`config.mk`:
```
export PLATFORM = sky130hd
export DESIGN_NAME = fpro_bus_master
export DESIGN_NICKNAME = d
export VERILOG_FILES = /design/src/rtl/fpro_bus_master.sv
export SDC_FILE = /design/constraint.sdc
export NUM_CORES = 1
export LEC_CHECK = 0
export CAP_MARGIN = 0
export CORE_UTILIZATION = 38
export CTS_CLUSTER_DIAMETER = 30
export CTS_CLUSTER_SIZE = 25
export DETAILED_ROUTE_END_ITERATION = 7
export PLACE_DENSITY = 0.9
export SYNTH_ARGS = -nofsm -noshare
export SYNTH_HDL_FRONTEND = slang
export SYNTH_SLANG_ARGS = --single-unit
```
`constraint.sdc`:
```
create_clock -name clk -period 4.35 [get_ports clk]
set_input_delay 1.0875 -clock clk [delete_from_list [all_inputs] [get_ports clk]]
set_output_delay 1.0875 -clock clk [all_outputs]
set_load 0.02 [all_outputs]
```
`src/rtl/fpro_bus_master.sv`:
```
`default_nettype none
// ============================================================================
//  Module   : fpro_bus_master
//  Purpose  : Initiator-side burst engine for the FPro MMIO bus. Accepts
//             read/write burst commands on a valid/ready port, drives the
//             MMIO strobes/address/write data, and returns read beats through
//             a one-entry response register.
//  Ports    : clk, reset (async, active-low)
//             cmd_*  : burst command (write flag, start address, beats-1)
//             wr_*   : write-data beat stream
//             rsp_*  : read-data beat stream with last-beat flag
//             busy   : engine is not idle
//             mmio_* : FPro bus toward the MMIO controller
//  Revision : 1.0 - initial release
// ============================================================================
module fpro_bus_master #(
    parameter int ADDR_WIDTH = 21,
    parameter int DATA_WIDTH = 32,
    parameter int LEN_WIDTH  = 4
) (
    input  logic                  clk,
    input  logic                  reset,
    input  logic                  cmd_valid,
    output logic                  cmd_ready,
    input  logic                  cmd_write,
    input  logic [ADDR_WIDTH-1:0] cmd_addr,
    input  logic [LEN_WIDTH-1:0]  cmd_len,
    input  logic                  wr_valid,
    output logic                  wr_ready,
    input  logic [DATA_WIDTH-1:0] wr_data,
    output logic                  rsp_valid,
    input  logic                  rsp_ready,
    output logic [DATA_WIDTH-1:0] rsp_data,
    output logic                  rsp_last,
    output logic                  busy,
    output logic                  mmio_cs,
    output logic                  mmio_read,
    output logic                  mmio_write,
    output logic [ADDR_WIDTH-1:0] mmio_addr,
    output logic [DATA_WIDTH-1:0] mmio_wr_data,
    input  logic [DATA_WIDTH-1:0] mmio_rd_data
);

    localparam logic [1:0] c_idle  = 2'd0;
    localparam logic [1:0] c_write = 2'd1;
    localparam logic [1:0] c_read  = 2'd2;

    logic [1:0]            r_state;
    logic [1:0]            w_next_state;
    logic [ADDR_WIDTH-1:0] r_addr;
    logic [LEN_WIDTH-1:0]  r_cnt;
    logic                  r_rsp_valid;
    logic                  r_rsp_last;
    logic [DATA_WIDTH-1:0] r_rsp_data;
    logic                  w_cmd_fire;
    logic                  w_wr_beat;
    logic                  w_rd_beat;
    logic                  w_cnt_zero;
    logic [ADDR_WIDTH-1:0] w_addr_inc;

    assign w_cnt_zero = (r_cnt == '0);
    // Only the register field advances; the slot field is pinned so a burst
    // can never spill into a neighbouring slot.
    assign w_addr_inc = {r_addr[ADDR_WIDTH-1:5], r_addr[4:0] + 5'd1};

    always_comb begin
        w_next_state = r_state;
        cmd_ready    = 1'b0;
        wr_ready     = 1'b0;
        w_cmd_fire   = 1'b0;
        w_wr_beat    = 1'b0;
        w_rd_beat    = 1'b0;
        case (r_state)
            c_idle: begin
                cmd_ready  = 1'b1;
                w_cmd_fire = cmd_valid;
                if (cmd_valid)
                    w_next_state = cmd_write ? c_write : c_read;
            end
            c_write: begin
                wr_ready  = 1'b1;
                w_wr_beat = wr_valid;
                if (wr_valid && w_cnt_zero)
                    w_next_state = c_idle;
            end
            c_read: begin
                // Issue only when the single response slot is free, or is
                // being emptied on this very edge.
                w_rd_beat = !r_rsp_valid || rsp_ready;
                if (w_rd_beat && w_cnt_zero)
                    w_next_state = c_idle;
            end
            default: w_next_state = c_idle;
        endcase
    end

    always_ff @(posedge clk or negedge reset) begin
        if (!reset) begin
            r_state <= c_idle;
            r_addr  <= '0;
            r_cnt   <= '0;
        end else begin
            r_state <= w_next_state;
            if (w_cmd_fire) begin
                r_addr <= cmd_addr;
                r_cnt  <= cmd_len;
            end else if (w_wr_beat || w_rd_beat) begin
                r_addr <= w_addr_inc;
                r_cnt  <= r_cnt - LEN_WIDTH'(1);
            end
        end
    end

    // Response register drains independently of the FSM so the engine can
    // return to idle while the final beat is still waiting for the consumer.
    always_ff @(posedge clk or negedge reset) begin
        if (!reset) begin
            r_rsp_valid <= 1'b0;
            r_rsp_last  <= 1'b0;
            r_rsp_data  <= '0;
        end else if (w_rd_beat) begin
            r_rsp_valid <= 1'b1;
            r_rsp_last  <= w_cnt_zero;
            r_rsp_data  <= mmio_rd_data;
        end else if (rsp_ready) begin
            r_rsp_valid <= 1'b0;
            r_rsp_last  <= 1'b0;
        end
    end

    assign rsp_valid    = r_rsp_valid;
    assign rsp_last     = r_rsp_last;
    assign rsp_data     = r_rsp_data;
    assign busy         = (r_state != c_idle);
    assign mmio_cs      = w_wr_beat || w_rd_beat;
    assign mmio_write   = w_wr_beat;
    assign mmio_read    = w_rd_beat;
    assign mmio_addr    = r_addr;
    assign mmio_wr_data = w_wr_beat ? wr_data : '0;

endmodule
`default_nettype wire

```
==> impl_metrics.csv, run 1 <==
group,metric,value,unit
outcome,status,"completed",
cells_and_area,most-common-layout-cells,"clkdlybuf4s50_1, dfrtp_1, nand2_1",
logic_synthesis,postSynthAreaPerCell,10.7,um^2
pwr,power.sequential.fraction,31.0,%
placement,numPortBuffers,187,
cells_and_area,fillCellCount,542,
routing,firstDrtPassIters,4,
timing,fin_worst_skew,0.00539,ns
clocking,cts_buffers,9,
worst_setup_path,path_depth,5,
clocking,cts.htree.levels,3,
cells_and_area,final_common_cell,"clkdlybuf4s50_1",
cells_and_area,layout-drive-gt1-share,11.2,%
timing,fin_hold_ws,0.473,ns
clocking,cts_repair_resize_count,0,
timing,fin_setup_tns,0,ns
floorplan,die_w,87.3,um
floorplan,initial_util,40.0,%
logic_synthesis,syn_area,2760,um^2
pwr,power_density,678,nW/um^2
worst_setup_path,slowest_stage,"clkdlybuf4s50_1",
placement,dp.final_hpwl,6.28,mm
floorplan,std_cell_rows,30,
placement,finalWeightedCongestion,0.813,
worst_setup_path,critical_path_type,"in -> out",
worst_setup_path,endpoint_kind_of_the_worst_setup_timing_path,"output pin",
pwr,p_switching,1.29,mW
clocking,clk_path_buf_depth,2,
timing,worst-slew-pin-transition,1.09,ns
logic_synthesis,synth_cell_types,34,
timing,setup_ws,0.447,ns
clocking,cts_tree,"built",
grt,grt.total_usage,21.4,%
cells_and_area,finish.net_count,541,
timing,layout_min_cycle_time,3.90,ns
grt,global_route.overflow_total,0,
logic_synthesis,postSynthCellCount,257,
pwr,static-leakage-power,2.18,nW
min_path,hold_path_class,"reg -> reg",
worst_setup_path,crit_family,"buffers and inverters",
clocking,clkTransAtPathRegs,0.06,ns
worst_setup_path,endpoint_arrival_time_on_the_critical_path,2.82,ns
grt,grt_start_max_net_pins,37,
grt,grt_first_pass_wirelength,12.7,mm
logic_synthesis,seq_area_frac_synth,55.3,%
logic_synthesis,synth.ff_latch_count,61,
worst_setup_path,crit_path_max_fanout,7,
routing,drt_iter0_markers,68,
pwr,switching_share,39.0,%
timing,hold_violations,0,
routing,drtAntennaViolNets,0,
grt,initial_antenna_violation_count,0,
cells_and_area,antenna_cells_inserted,0,
pwr,peakVddDrop,368,uV
worst_setup_path,crit_required,3.26,ns
clocking,postCtsSetupBuffers,0,
min_path,holdPathStages,2,
pwr,intPower,2.02,mW
worst_setup_path,worst-path-buf-inv,3,
clocking,clk-insertion-delay-late,0.31,ns
routing,route.final.wire_length,8.24,mm
routing,wl_per_cell,15.2,um
pwr,power.share.clock,13.6,%
routing,vias_per_cell,4.83,
worst_setup_path,worst_setup_path_start_kind,"input port",
floorplan,coreArea,6910,um^2
floorplan,ios,188,
timing,grt_setup_unrepaired,"no",
timing,fmax,256,MHz
clocking,count_of_hold_fix_buffers_inserted_at_cts,0,
timing,finalCritPeriodShare,89.7,%
worst_setup_path,critPathMaxStageDelay,0.55,ns
timing,relative_slew_slack,27.7,%
worst_setup_path,critical_path_cell_list,"clkdlybuf4s50_1 > and2b_1 > a2bb2oi_2 > inv_1 > clkdlybuf4s50_1",
timing,setup_viol,0,
pwr,portion_of_total_power_attributed_to_combinational_logic,55.4,%
grt,grt_pass1_vias,2623,
placement,post-place-ws,0.470,ns
logic_synthesis,syn-num-nets,355,
worst_setup_path,crit_path_top_cell_by_count,"clkdlybuf4s50_1",
logic_synthesis,yosys_warnings,0,
routing,drc,0,
floorplan,die_y,87.3,um
cells_and_area,areaGrowthSynthToFinish,76.6,%
routing,route.vias.total,2623,
flow_run,max-cap-violations,0,
clocking,clockRootBuffer,"clkbuf_8",
timing,final_max_slew_viol_count,0,
floorplan,floorplan.die_area,7620,um^2
worst_setup_path,worst-r2r-cell-count,4,
clocking,number_of_clock_sinks,61,
==> power groups by stage <==
| stage | clock network [mW] | logic [mW] | registers, mW |
|---|---|---|---|
| floorplan | 0 | 0.682 | 1.33 |
| global placement | 0 | 1.79 | 1.02 |
| detailed placement | 0 | 1.84 | 1.03 |
| CTS | 0.460 | 1.85 | 1.03 |
| global route | 0.484 | 1.96 | 1.07 |
| finish | 0.450 | 1.83 | 1.02 |
==> Yosys cell counts <==
library cell,number,area (um^2)
buf_6,1,11.3
nand2b_1,2,12.5
ha_1,3,37.5
nor2_1,7,26.3
nand3_1,5,25.0
a22o_1,1,8.76
inv_1,6,22.5
and2_1,1,6.26
nor3_1,1,5.00
a31oi_1,4,25.0
o21ai_1,3,15.0
and3_1,33,206
mux2_2,24,270
o22ai_1,3,18.8
nand2b_2,1,8.76
o21ai_0,4,20.0
nor2b_1,1,6.26
or3_1,3,18.8
nor2_4,1,11.3
nand2_1,53,199
a2bb2oi_2,1,15.0
mux2_1,8,90.1
a21oi_1,7,35.0
buf_2,4,20.0
clkbuf_1,8,30.0
buf_4,4,30.0
mux2i_1,1,10.0
o22ai_2,1,12.5
or3b_2,1,8.76
or2_2,1,6.26
and2b_1,1,7.51
dfrtp_1,61,1530
or3b_1,1,8.76
nor3b_1,1,7.51
==> worst paths after layout <==
| path | endpoint | slack [ns] | from |
|---|---|---|---|
| worst max-delay path | mmio_cs | 0.45 | rsp_ready |
| worst min-delay path | mmio_addr[7] | 0.47 | mmio_addr[7] |
| worst max register to register | r_cnt[3] | 2.46 | r_state[1] |
| worst min register to register | mmio_addr[7] | 0.47 | mmio_addr[7] |
| min in group asynchronous | rsp_data[22] | 0.80 | reset |
| max in group asynchronous | mmio_addr[2] | 2.68 | reset |
==> cells by family after synthesis <==
kind of cell,after synthesis,share of synthesized area [%]
AND/OR/NAND/NOR,113,20.4
flip-flops,61,55.3
multiplexers,33,13.4
AO/OA/AOI/OAI,24,5.43
buffers and inverters,23,4.12
adder cells (fa/ha/maj),3,1.36
==> tightest hold or removal path, delay by kind of cell (launching register included) <==
family,cells,cell delay [ns]
flops,1,0.34
simple gates,2,0.10
==> sequential cells by signal, summed over array words and instances, names as in the netlist <==
| signal | flops |
|---|---|
| rsp_data | 32 |
| r_cnt | 4 |
| r_state | 2 |
| mmio_addr | 21 |
| rsp_last | 1 |
| rsp_valid | 1 |
==> through the flow <==
stage / total power, mW / std cells / utilization [%] / cell area (um^2)
2_1_floorplan: 2.01 / 257 / - / 2760
5_1_grt: 3.51 / 543 / 70.6 / 4880
3_5_place_dp: 2.88 / 528 / 68.1 / 4700
6_report: 3.31 / 543 / 70.6 / 4880
3_3_place_gp: 2.81 / 528 / 68.1 / 4700
4_1_cts: 3.33 / 543 / 70.6 / 4880
==> per-layer routing <==
layer	wire (um)	vias to the layer above	track usage, %
li1	-	1252	-
met1	3440	1250	27.8
met2	4150	109	36.5
met3	519	12	3.89
met4	123	0	6.41
met5	0	-	0
==> area by class of cell <==
type                       instances  area, um^2  area share (%)
inverter                           6        22.5           0.462
clock buffer                      14         173            3.54
multi-input combinational        173        1130            23.1
timing repair buffer             192        1900            39.0
clock inverter                     1        5.00           0.103
sequential                        61        1530            31.3
tap                               96         120            2.46
Note: power is estimated with default switching activity, not from simulation.
==> run 2, diff against run 1 <==
- TNS_END_PERCENT: default -> 5
==> results of run 2 <==
Same layout as run 1: the final DEF is identical, and so are final timing and power.
==> run 3, diff against run 2 <==
- CORE_ASPECT_RATIO: default -> 0.75
==> impl_metrics.csv, run 3 (synthesized netlist as in run 1, its figures left out) <==
group,metric,value,unit
grt,initial_antenna_violation_count,0,
worst_setup_path,worst_setup_path_start_kind,"input port",
placement,dpl.cell_count,531,
min_path,hold_path_class,"reg -> reg",
clocking,clockRootBuffer,"clkbuf_8",
grt,global_route.overflow_total,0,
routing,drt_iter0_markers,147,
floorplan,std_cell_rows,26,
worst_setup_path,crit_required,3.26,ns
floorplan,die_y,75.8,um
floorplan,ios,188,
outcome,status,"completed",
worst_setup_path,critical_path_type,"in -> out",
clocking,cts_tree,"built",
cells_and_area,stdcell_area,4940,um^2
worst_setup_path,endpoint_arrival_time_on_the_critical_path,2.81,ns
routing,route.vias.total,2554,
pwr,peakVddDrop,428,uV
timing,worst-slew-pin-transition,1.04,ns
floorplan,initial_util,39.9,%
timing,fmax,256,MHz
timing,hold_violations,0,
timing,fin_setup_tns,0,ns
pwr,p_total,3.43,mW
grt,grt_start_max_net_pins,40,
cells_and_area,layout-drive-gt1-share,11.8,%
placement,placed_cell_area,4710,um^2
cells_and_area,final_cell_count_no_fill,547,
placement,post-place-ws,0.450,ns
grt,grt.total_usage,21.4,%
timing,layout_min_cycle_time,3.90,ns
timing,grt_setup_unrepaired,"no",
floorplan,die_w,100,um
clocking,clk-insertion-delay-late,0.34,ns
grt,grt_first_pass_wirelength,12.3,mm
timing,setup_viol,0,
timing,relative_slew_slack,30.8,%
clocking,clkTransAtPathRegs,0.06,ns
routing,route.final.wire_length,8.16,mm
grt,grt_pass1_vias,2586,
clocking,cts_repair_resize_count,0,
cells_and_area,areaGrowthSynthToFinish,78.7,%
clocking,cts_buffers,9,
placement,numPortBuffers,187,
pwr,power_density,694,nW/um^2
cells_and_area,final_common_cell,"clkdlybuf4s50_1",
worst_setup_path,crit_path_max_fanout,7,
routing,drtAntennaViolNets,0,
clocking,count_of_hold_fix_buffers_inserted_at_cts,0,
pwr,static-leakage-power,2.21,nW
routing,firstDrtPassIters,4,
worst_setup_path,endpoint_kind_of_the_worst_setup_timing_path,"output pin",
clocking,number_of_clock_sinks,61,
timing,final_max_slew_viol_count,0,
routing,vias_per_cell,4.67,
clocking,cts.htree.levels,3,
placement,finalWeightedCongestion,0.749,
floorplan,floorplan.die_area,7620,um^2
routing,drc,0,
timing,fin_worst_skew,0.00782,ns
cells_and_area,antenna_cells_inserted,0,
flow_run,max-cap-violations,0,
clocking,postCtsSetupBuffers,0,
timing,setup_ws,0.450,ns
clocking,clk_path_buf_depth,2,
routing,wl_per_cell,14.9,um
worst_setup_path,r2r_setup_slack,2.49,ns
cells_and_area,number_of_flip_flops_in_the_largest_register,32,
floorplan,coreArea,6930,um^2
placement,dp.final_hpwl,6.17,mm
cells_and_area,finish.net_count,542,
cells_and_area,most-common-layout-cells,"clkdlybuf4s50_1, dfrtp_1, nand2_1",
timing,finalCritPeriodShare,89.7,%
==> run 3: cell types whose count changed in the layout (fill, tap and decap cells not counted), sizes merged <==
cell / delta
buf: +1
bufinv: +2
clkbuf: -2
clkinv: +1
==> run 3: layer usage <==
metal / vias up / track usage (%) / part of all wire (%)
li1: 1246 / - / -
met1: 1200 / 26.7 / 42
met2: 99 / 33.9 / 48
met3: 9 / 8.62 / 8.5
met4: 0 / 8.05 / 1.3
met5: - / 0 / 0
==> run 3: area by class of cell <==
class / instances / area, um^2
clock inverter: 4 / 70.1
multi-input combinational: 173 / 1130
inverter: 6 / 22.5
fill: 531 / 1990
sequential: 61 / 1530
clock buffer: 12 / 155
timing repair buffer: 193 / 1910
tap: 98 / 123
==> run 3: stage by stage <==
step	util [%]	hold WS, ns
final	71.2	0.477
after global routing	71.2	0.499
after global placement	68.0	0.455
after floorplan	-	0.467
after CTS	71.2	0.478
after detailed placement	68.0	0.463
==> run 3: worst paths after layout <==
kind / start / to / depth (start not counted)
max in group asynchronous: reset / rsp_data[27] / 2
hold / removal: mmio_addr[5] / mmio_addr[5] / 2
hold reg to reg: mmio_addr[5] / mmio_addr[5] / 2
setup / recovery: rsp_ready / mmio_cs / 5
min in group asynchronous: reset / mmio_addr[13] / 1
setup reg to reg: r_state[1] / r_cnt[3] / 4
==> run 3: worst max-delay path, stage by stage <==
cell             delay [ns]
clkdlybuf4s50_1        0.42
and2b_1                0.32
a2bb2oi_2              0.30
inv_1                  0.12
clkdlybuf4s50_1        0.56
==> run 3: power by group <==
group	internal (mW)	leakage [nW]	switching, mW
sequential	0.852	0.723	0.176
clock	0.352	0.116	0.214
combinational	0.915	1.37	0.916
